File: src/rtl/ifft8_pkg.sv
// Shared types and constants for the 8-point serial IFFT: FSM states, data
// format and the conjugate twiddle table.
package ifft8_pkg;

  localparam int DATA_W = 16;
  localparam int FRAC_W = 8;

  typedef enum logic [1:0] {
    ST_LOAD    = 2'd0,
    ST_COMPUTE = 2'd1,
    ST_OUTPUT  = 2'd2
  } state_t;

  // Conjugate twiddles exp(+j*2*pi*m/8) in Q8.8, m = 0..3
  localparam logic signed [DATA_W-1:0] W0_RE = 16'sd256;
  localparam logic signed [DATA_W-1:0] W0_IM = 16'sd0;
  localparam logic signed [DATA_W-1:0] W1_RE = 16'sd181;
  localparam logic signed [DATA_W-1:0] W1_IM = 16'sd181;
  localparam logic signed [DATA_W-1:0] W2_RE = 16'sd0;
  localparam logic signed [DATA_W-1:0] W2_IM = 16'sd256;
  localparam logic signed [DATA_W-1:0] W3_RE = -16'sd181;
  localparam logic signed [DATA_W-1:0] W3_IM = 16'sd181;

  function automatic logic [2:0] bitrev3(input logic [2:0] k);
    return {k[0], k[1], k[2]};
  endfunction

endpackage

File: src/rtl/ifft8_bfly.sv
// Combinational radix-2 DIT butterfly: y0 = a + w*b, y1 = a - w*b, with an
// optional divide-by-two on both results.
module ifft8_bfly
  import ifft8_pkg::*;
#(
  parameter int SCALE = 1
) (
  input  logic signed [DATA_W-1:0] a_re,
  input  logic signed [DATA_W-1:0] a_im,
  input  logic signed [DATA_W-1:0] b_re,
  input  logic signed [DATA_W-1:0] b_im,
  input  logic signed [DATA_W-1:0] w_re,
  input  logic signed [DATA_W-1:0] w_im,
  output logic signed [DATA_W-1:0] y0_re,
  output logic signed [DATA_W-1:0] y0_im,
  output logic signed [DATA_W-1:0] y1_re,
  output logic signed [DATA_W-1:0] y1_im
);

  logic signed [31:0] p_rr, p_ii, p_ri, p_ir;
  logic signed [31:0] t_re_full, t_im_full;
  logic signed [DATA_W-1:0] t_re, t_im;
  logic signed [DATA_W:0] s_re, s_im, d_re, d_im;

  assign p_rr = b_re * w_re;
  assign p_ii = b_im * w_im;
  assign p_ri = b_re * w_im;
  assign p_ir = b_im * w_re;

  assign t_re_full = p_rr - p_ii;
  assign t_im_full = p_ri + p_ir;

  // Back to Q8.8 by truncation (floor), then keep the low 16 bits
  assign t_re = DATA_W'(t_re_full >>> FRAC_W);
  assign t_im = DATA_W'(t_im_full >>> FRAC_W);

  assign s_re = {a_re[DATA_W-1], a_re} + {t_re[DATA_W-1], t_re};
  assign s_im = {a_im[DATA_W-1], a_im} + {t_im[DATA_W-1], t_im};
  assign d_re = {a_re[DATA_W-1], a_re} - {t_re[DATA_W-1], t_re};
  assign d_im = {a_im[DATA_W-1], a_im} - {t_im[DATA_W-1], t_im};

  // Unscaled results wrap; scaled results keep the 17-bit sum's top 16 bits
  assign y0_re = (SCALE != 0) ? DATA_W'(s_re >>> 1) : DATA_W'(s_re);
  assign y0_im = (SCALE != 0) ? DATA_W'(s_im >>> 1) : DATA_W'(s_im);
  assign y1_re = (SCALE != 0) ? DATA_W'(d_re >>> 1) : DATA_W'(d_re);
  assign y1_im = (SCALE != 0) ? DATA_W'(d_im >>> 1) : DATA_W'(d_im);

endmodule

File: src/rtl/ifft8_serial.sv
// 8-point serial IFFT: load eight bins, run twelve in-place butterflies
// through one shared butterfly, then stream eight time samples.
module ifft8_serial
  import ifft8_pkg::*;
#(
  parameter int SCALE = 1
) (
  input  logic                     clk,
  input  logic                     rst,
  input  logic                     in_valid,
  output logic                     in_ready,
  input  logic signed [DATA_W-1:0] in_real,
  input  logic signed [DATA_W-1:0] in_imag,
  output logic                     out_valid,
  input  logic                     out_ready,
  output logic signed [DATA_W-1:0] out_real,
  output logic signed [DATA_W-1:0] out_imag,
  output logic [2:0]               out_index,
  output logic                     out_last,
  output state_t                   state_dbg
);

  // Handshakes: a transfer happens on a rising edge where valid && ready;
  // valid/data are held by the source until that edge, ready may be anything.

  state_t state, state_nxt;
  logic [2:0] ld_cnt;
  logic [3:0] bf_cnt;
  logic [2:0] out_cnt;

  logic signed [DATA_W-1:0] mem_re [8];
  logic signed [DATA_W-1:0] mem_im [8];

  logic       in_xfer, out_xfer;
  logic [1:0] stage, j, tw_idx;
  logic [2:0] top_addr, bot_addr;
  logic signed [DATA_W-1:0] w_re, w_im;
  logic signed [DATA_W-1:0] y0_re, y0_im, y1_re, y1_im;

  assign state_dbg = state;
  assign in_xfer   = in_valid && in_ready;
  assign out_xfer  = out_valid && out_ready;

  always_comb begin
    state_nxt = state;
    in_ready  = 1'b0;
    out_valid = 1'b0;
    case (state)
      ST_LOAD: begin
        in_ready = 1'b1;
        if (in_valid && ld_cnt == 3'd7) state_nxt = ST_COMPUTE;
      end
      ST_COMPUTE: begin
        if (bf_cnt == 4'd11) state_nxt = ST_OUTPUT;
      end
      ST_OUTPUT: begin
        out_valid = 1'b1;
        if (out_ready && out_cnt == 3'd7) state_nxt = ST_LOAD;
      end
      default: state_nxt = ST_LOAD;
    endcase
  end

  // Butterfly j of stage s pairs addresses top and top + 2^s
  assign stage = bf_cnt[3:2];
  assign j     = bf_cnt[1:0];

  always_comb begin
    top_addr = {j, 1'b0};
    bot_addr = {j, 1'b1};
    tw_idx   = 2'd0;
    case (stage)
      2'd1: begin
        top_addr = {j[1], 1'b0, j[0]};
        bot_addr = {j[1], 1'b1, j[0]};
        tw_idx   = {j[0], 1'b0};
      end
      2'd2: begin
        top_addr = {1'b0, j};
        bot_addr = {1'b1, j};
        tw_idx   = j;
      end
      default: ;
    endcase
  end

  always_comb begin
    w_re = W0_RE;
    w_im = W0_IM;
    case (tw_idx)
      2'd1: begin w_re = W1_RE; w_im = W1_IM; end
      2'd2: begin w_re = W2_RE; w_im = W2_IM; end
      2'd3: begin w_re = W3_RE; w_im = W3_IM; end
      default: ;
    endcase
  end

  ifft8_bfly #(.SCALE(SCALE)) u_bfly (
    .a_re  (mem_re[top_addr]),
    .a_im  (mem_im[top_addr]),
    .b_re  (mem_re[bot_addr]),
    .b_im  (mem_im[bot_addr]),
    .w_re  (w_re),
    .w_im  (w_im),
    .y0_re (y0_re),
    .y0_im (y0_im),
    .y1_re (y1_re),
    .y1_im (y1_im)
  );

  always_ff @(posedge clk) begin
    if (!rst) begin
      state   <= ST_LOAD;
      ld_cnt  <= 3'd0;
      bf_cnt  <= 4'd0;
      out_cnt <= 3'd0;
      for (int i = 0; i < 8; i++) begin
        mem_re[i] <= '0;
        mem_im[i] <= '0;
      end
    end else begin
      state <= state_nxt;
      case (state)
        ST_LOAD: begin
          if (in_xfer) begin
            mem_re[bitrev3(ld_cnt)] <= in_real;
            mem_im[bitrev3(ld_cnt)] <= in_imag;
            ld_cnt <= ld_cnt + 3'd1;
          end
        end
        ST_COMPUTE: begin
          mem_re[top_addr] <= y0_re;
          mem_im[top_addr] <= y0_im;
          mem_re[bot_addr] <= y1_re;
          mem_im[bot_addr] <= y1_im;
          bf_cnt <= (bf_cnt == 4'd11) ? 4'd0 : bf_cnt + 4'd1;
        end
        ST_OUTPUT: begin
          if (out_xfer) out_cnt <= out_cnt + 3'd1;
        end
        default: ;
      endcase
    end
  end

  // Outputs read straight from memory, so they hold while out_ready is low
  assign out_index = out_cnt;
  assign out_real  = out_valid ? mem_re[out_cnt] : '0;
  assign out_imag  = out_valid ? mem_im[out_cnt] : '0;
  assign out_last  = out_valid && (out_cnt == 3'd7);

endmodule

File: config.mk
export PLATFORM = sky130hd
export DESIGN_NAME = ifft8_serial
export DESIGN_NICKNAME = d
export VERILOG_FILES = /design/src/rtl/ifft8_pkg.sv /design/src/rtl/ifft8_bfly.sv /design/src/rtl/ifft8_serial.sv
export SDC_FILE = /design/constraint.sdc
export NUM_CORES = 2
export LEC_CHECK = 0
export CAP_MARGIN = 20
export CORE_UTILIZATION = 45
export CTS_CLUSTER_DIAMETER = 50
export CTS_CLUSTER_SIZE = 12
export DETAILED_ROUTE_END_ITERATION = 12
export GPL_TIMING_DRIVEN = 0
export PLACE_DENSITY = 0.73
export SLEW_MARGIN = 15
export SYNTH_ARGS = -nofsm -noshare
export SYNTH_HDL_FRONTEND = slang
export SYNTH_SLANG_ARGS = --single-unit
File: constraint.sdc
create_clock -name clk -period 11.7 [get_ports clk]
set_input_delay 2.34 -clock clk [delete_from_list [all_inputs] [get_ports clk]]
set_output_delay 2.34 -clock clk [all_outputs]
set_load 0.02 [all_outputs]
-- Yosys cells after proc, flatten, opt, wreduce, memory -nomap -nowiden
Memory sizes are Yosys's and may differ from the RTL's. A register that Yosys moved wholly into a read port is not among the register bits.
Cells that the tools add are included.
- add/sub/neg operators: 9
- multipliers: 4
- eq/ne operators: 13
- mux-type cells: 44
- reduce and logical (&&, ||, !) cells: 16
- operator list (operator ; count):
    $mux 16 ; 8
    $reduce_or 16->1 ; 6
    $mul 16x10->24 ; 2
    $mul 16x16->24 ; 2
    $pmux 16 s3 ; 1
    $add 16x16->17 ; 2
    $sub 16x16->17 ; 2
    $mux 3 ; 10
    $add 24x24->24 ; 1
    $sub 24x24->24 ; 1
    $pmux 9 s2 ; 1
    $mux 1 ; 16
    $pmux 3 s2 ; 2
    $eq 2x2->1 const B ; 4
    $add 3x1->3 const B ; 2
    $eq 2x1->1 const B ; 3
    $eq 3x3->1 const B ; 2
    $mux 2 ; 3
    $ne 2x2->1 const B ; 3
    $pmux 2 s3 ; 1
    $logic_and 1x1->1 ; 5
    $add 4x1->4 const B ; 1
    $eq 4x4->1 const B ; 1
    $mux 4 ; 1
    other kinds (5) ; 6
- bits in registers: 12
- bits in writable memories: 256
- output and inout bits: 40
- memories: 2
- memories (name ; words ; width ; read ports ; clocked after Yosys merged registers in ; write ports ; line ; text):
    mem_im ; 8 ; 16 ; 3 ; 1 ; 8 ; ifft8_serial.sv:32 ; logic signed [DATA_W-1:0] mem_im [8];
    mem_re ; 8 ; 16 ; 3 ; 1 ; 8 ; ifft8_serial.sv:31 ; logic signed [DATA_W-1:0] mem_re [8];

-- Depth between registers and ports, before layout
- word-level depth: 10
- gate-level depth with buffers: 52
- mapped depth without buffers: 45

-- Hierarchy
From an unflattened synthesis, not the netlist that was laid out.
- cells, all modules: 5946
- area total of the unflattened synthesis: 52850.7 um^2
- modules (own cells, without submodules) (module ; times used ; cells each ; area each (um^2) ; sequential area each (um^2)):
    ifft8_bfly ; 1 ; 3787 ; 33403.3 ; 0.0
    ifft8_serial ; 1 ; 2159 ; 19447.4 ; 7987.7

-- Least setup slack after synthesis
OpenSTA, ideal clock, no wires.
- kind: reg2reg
- start: reg bf_cnt[2]
- end: mem mem_re[2][13], data pin
- library setup time: 278 ps
- arrival time: 10664 ps
- required time: 11422 ps
- path slack: 758 ps
- cell stages (with the launch flop): 52
- buffers on the path: 9
- clock period less this slack: 10942 ps
- path through: dfxtp_1 -> inv_1 -> ha_1 -> buf_6 -> o21a_1 -> buf_4 -> nor2_2 -> buf_4 -> buf_4 -> buf_4 -> buf_4 -> clkbuf_1 -> clkbuf_1 -> nand2_1 -> nand3_1 -> nand4_1 -> nor2_1 -> inv_1 -> (+16 left out) -> o21ai_0 -> a2111oi_0 -> a211oi_1 -> o2111a_1 -> o31ai_1 -> nand2b_1 -> xor2_1 -> ha_1 -> clkbuf_1 -> or2_2 -> a21o_1 -> a21oi_1 -> a21oi_1 -> o21ai_0 -> xor2_1 -> nor2_1 -> a21oi_1 -> o22ai_1
- RTL lines (item ; line ; text):
    from (decl) ; ifft8_serial.sv:28 ; logic [3:0] bf_cnt;
    from (signal assigned) ; ifft8_serial.sv:136 ; bf_cnt <= (bf_cnt == 4'd11) ? 4'd0 : bf_cnt + 4'd1;
    to (decl) ; ifft8_serial.sv:31 ;

==> flow_metrics.tcl <==
set metrics [dict create \
    cp-end-kind "register" \
    io_pins 76 \
    antenna_found_initial 7 \
    multi_input_area_mm2 0.0293 \
    grt_pass1_vias 35300 \
    slowest_delay_ns 0.60 \
    vias_per_cell 6.20 \
    cp_max_fo 11 \
    synth_edf_count 256 \
    yosys_warnings 0 \
    maxCapViolCount 0 \
    finish.net_count 5297 \
    power.density_mw_per_mm2 77.6 \
    postLayoutCellArea_mm2 0.0460 \
    vias 34500 \
    numCtsBuffers 37 \
    final_cells 5572 \
    maxSlewHeadroom 0.0984 \
    postSynthAreaPerCell_um2 9.67 \
    grt_setup_unrepaired "yes" \
    cts_sinks 271 \
    final_common_cell "inv_1" \
    drcViolationCount 8 \
    finalMaxSlewViolations 0 \
    ys_seq_elements 271 \
    fmax_ghz 0.0873 \
    ant_nets 0 \
    rows 109 \
    status "complete, but fails checks" \
    finalSetupViolCount 0 \
    drive_gt1_frac 0.122 \
    root_buffer "clkbuf_16" \
    syn_inst 4188 \
    die_w_um 302 \
    h-tree-depth 2 \
    skew_ns 0.0320 \
    syn2layout_area_growth_pct 13.5 \
    ys_seq_area_frac 0.197 \
    crit_path_top_delay_cell "or4_4" \
    grt-ovfl-total 0 \
    p_leak_nw 21.2 \
    total_power_mw 3.57 \
    seq_area_mm2 0.00799 \
    synth_nets 5104 \
    wirelength_mm 153 \
    clkSlewWorstSetupHoldPaths_ns 0.06 \
    fp.coreArea_mm2 0.0888 \
    wire_per_inst_um 27.5 \
    portBuffers 74 \
    fillCellCount 7804 \
    hp-class "reg -> reg" \
    routabilityCongestion 1.03 \
    cp-start-kind "register" \
    synth_area_mm2 0.0405 \
    arrival_ns 11.72 \
    dp_hpwl_mm 117 \
    die-area_mm2 0.0912 \
    ys_types 94 \
    clock_path_buffers 3 \
    max-vdd-ir-drop_mv 0.0957 \
    min_period_ns 11.45 \
    placed_cell_area_mm2 0.0430 \
    post-route-util 0.518 \
    hold_violations 0 \
    tightest_slew_ns 1.35 \
    hold_buffers 0 \
    cpMostUsedCell "inv_1" \
    drt-pass1-iter-count 12 \
    worstSetupPathType "reg -> reg" \
    grt_use_total 0.340 \
    async_flop_share 0 \
    cts_tree "done" \
    clock_latency_ns 0.58 \
    violations "DRC" \
    grt_pass1_wl_mm 224 \
    drt_iter0_markers 5256 \
    start_util 0.456 \
    grt_max_degree 33 \
    cp.required_ns 11.98 \
    fin_crit_sh 0.979 \
    dieHeight_um 302 \
    numPlacedInstances 5446 \
    synthFlopType "edfxtp_1" \
    final_cell_mix "890 x inv_1, 532 x fa_1, 456 x nand2_1, 335 x ha_1, 256 x edfxtp_1" \
]
## final cells by class
cell class,instances,area share
inverter,901,0.0740
tap,1165,0.0317
antenna,4,0.000218
buffer,178,0.0215
timing repair buffer,173,0.0366
clock inverter,22,0.00460
clock buffer,39,0.0203
multi-input combinational,2819,0.638
sequential,271,0.174
## cells in the mapped netlist, types with 24 or more instances
master    instances  area [µm²]
inv_1           898        3370
fa_1            532       10700
nand2_1         462        1730
ha_1            348        4350
edfxtp_1        256        7690
o22ai_1         239        1500
nor2_1          197         739
nand3_1         146         731
clkbuf_1        138         518
mux4_2          126        2840
xnor2_1         122        1070
a21oi_1          92         460
mux2i_1          58         581
o21ai_0          57         285
and2_1           50         313
xor2_1           38         333
buf_1            31         116
nor3_1           29         145
nand4_1          27         169
a21o_1           24         180
nand2b_1         24         150
## timing repair
item,4_1_cts,5_1_grt
setup endpoints to repair,256,192
pin swaps,27,25
buffers inserted,45,30
gates cloned,0,0
hold endpoints to repair,0,0
gates resized for setup,163,140
## through the flow
stage | setup WS (ns) | hold WS [ns] | TNS (ns)
finish | 0.251 | 0.535 | 0
global route | -0.0455 | 0.567 | -0.455
CTS | 0.00283 | 0.534 | 0
detailed placement | -3.87 | 0.530 | -662.76
global placement | -3.93 | 0.503 | -758.86
floorplan | 0.758 | 0.481 | 0
## worst max-delay path, delay by kind of cell (launching register included)
kind,cells,cell delay [ns]
compound gates,8,1.71
xor+xnor,1,0.38
fa+ha+maj,10,4.06
buf+inv,20,2.43
flops,1,0.36
simple gates,10,2.17
## kinds of logic (layout without fill, tap and decap cells)
family                     count (synthesis)  after routing  synth area share
muxes                                    186            186            0.0849
other                                      0              4                 0
AOI/OAI and AO/OA                        581            581            0.0975
and+or+nand+nor                         1007           1007             0.110
DFF                                      271            271             0.197
xor gates and xnor gates                 164            164            0.0362
buffers and inverters                   1098           1313             0.103
adders and majority gates                881            881             0.371
## worst paths after layout
kind,from,end,slack (ns),cells past startpoint
worst min-delay path,bf_cnt[3],bf_cnt[3],0.54,2
worst min register to register,bf_cnt[3],bf_cnt[3],0.54,2
worst max register to register,bf_cnt[2],mem_re[0][12],0.25,49
worst max-delay path,bf_cnt[2],mem_re[0][12],0.25,49
## routing by layer
layer,vias up,part of all wire,track usage
met5,-,0.00065,0
met2,2779,0.42,0.495
li1,14200,-,-
met1,16600,0.34,0.414
met3,846,0.16,0.142
met4,8,0.084,0.221
## power breakdown
part           internal, mW  switching, mW  total, mW
sequential             1.11         0.0375       1.15
combinational         0.462          0.833       1.30
clock                 0.632          0.497       1.13
total                  2.20           1.37       3.57
## flip-flops by register name, summed over array words and instances (netlist names), named ones only
register / count
mem_im: 128
mem_re: 128
bf_cnt: 4
ld_cnt: 3
out_index: 3
state_dbg: 2
Note: power is estimated with default switching activity, not from simulation.
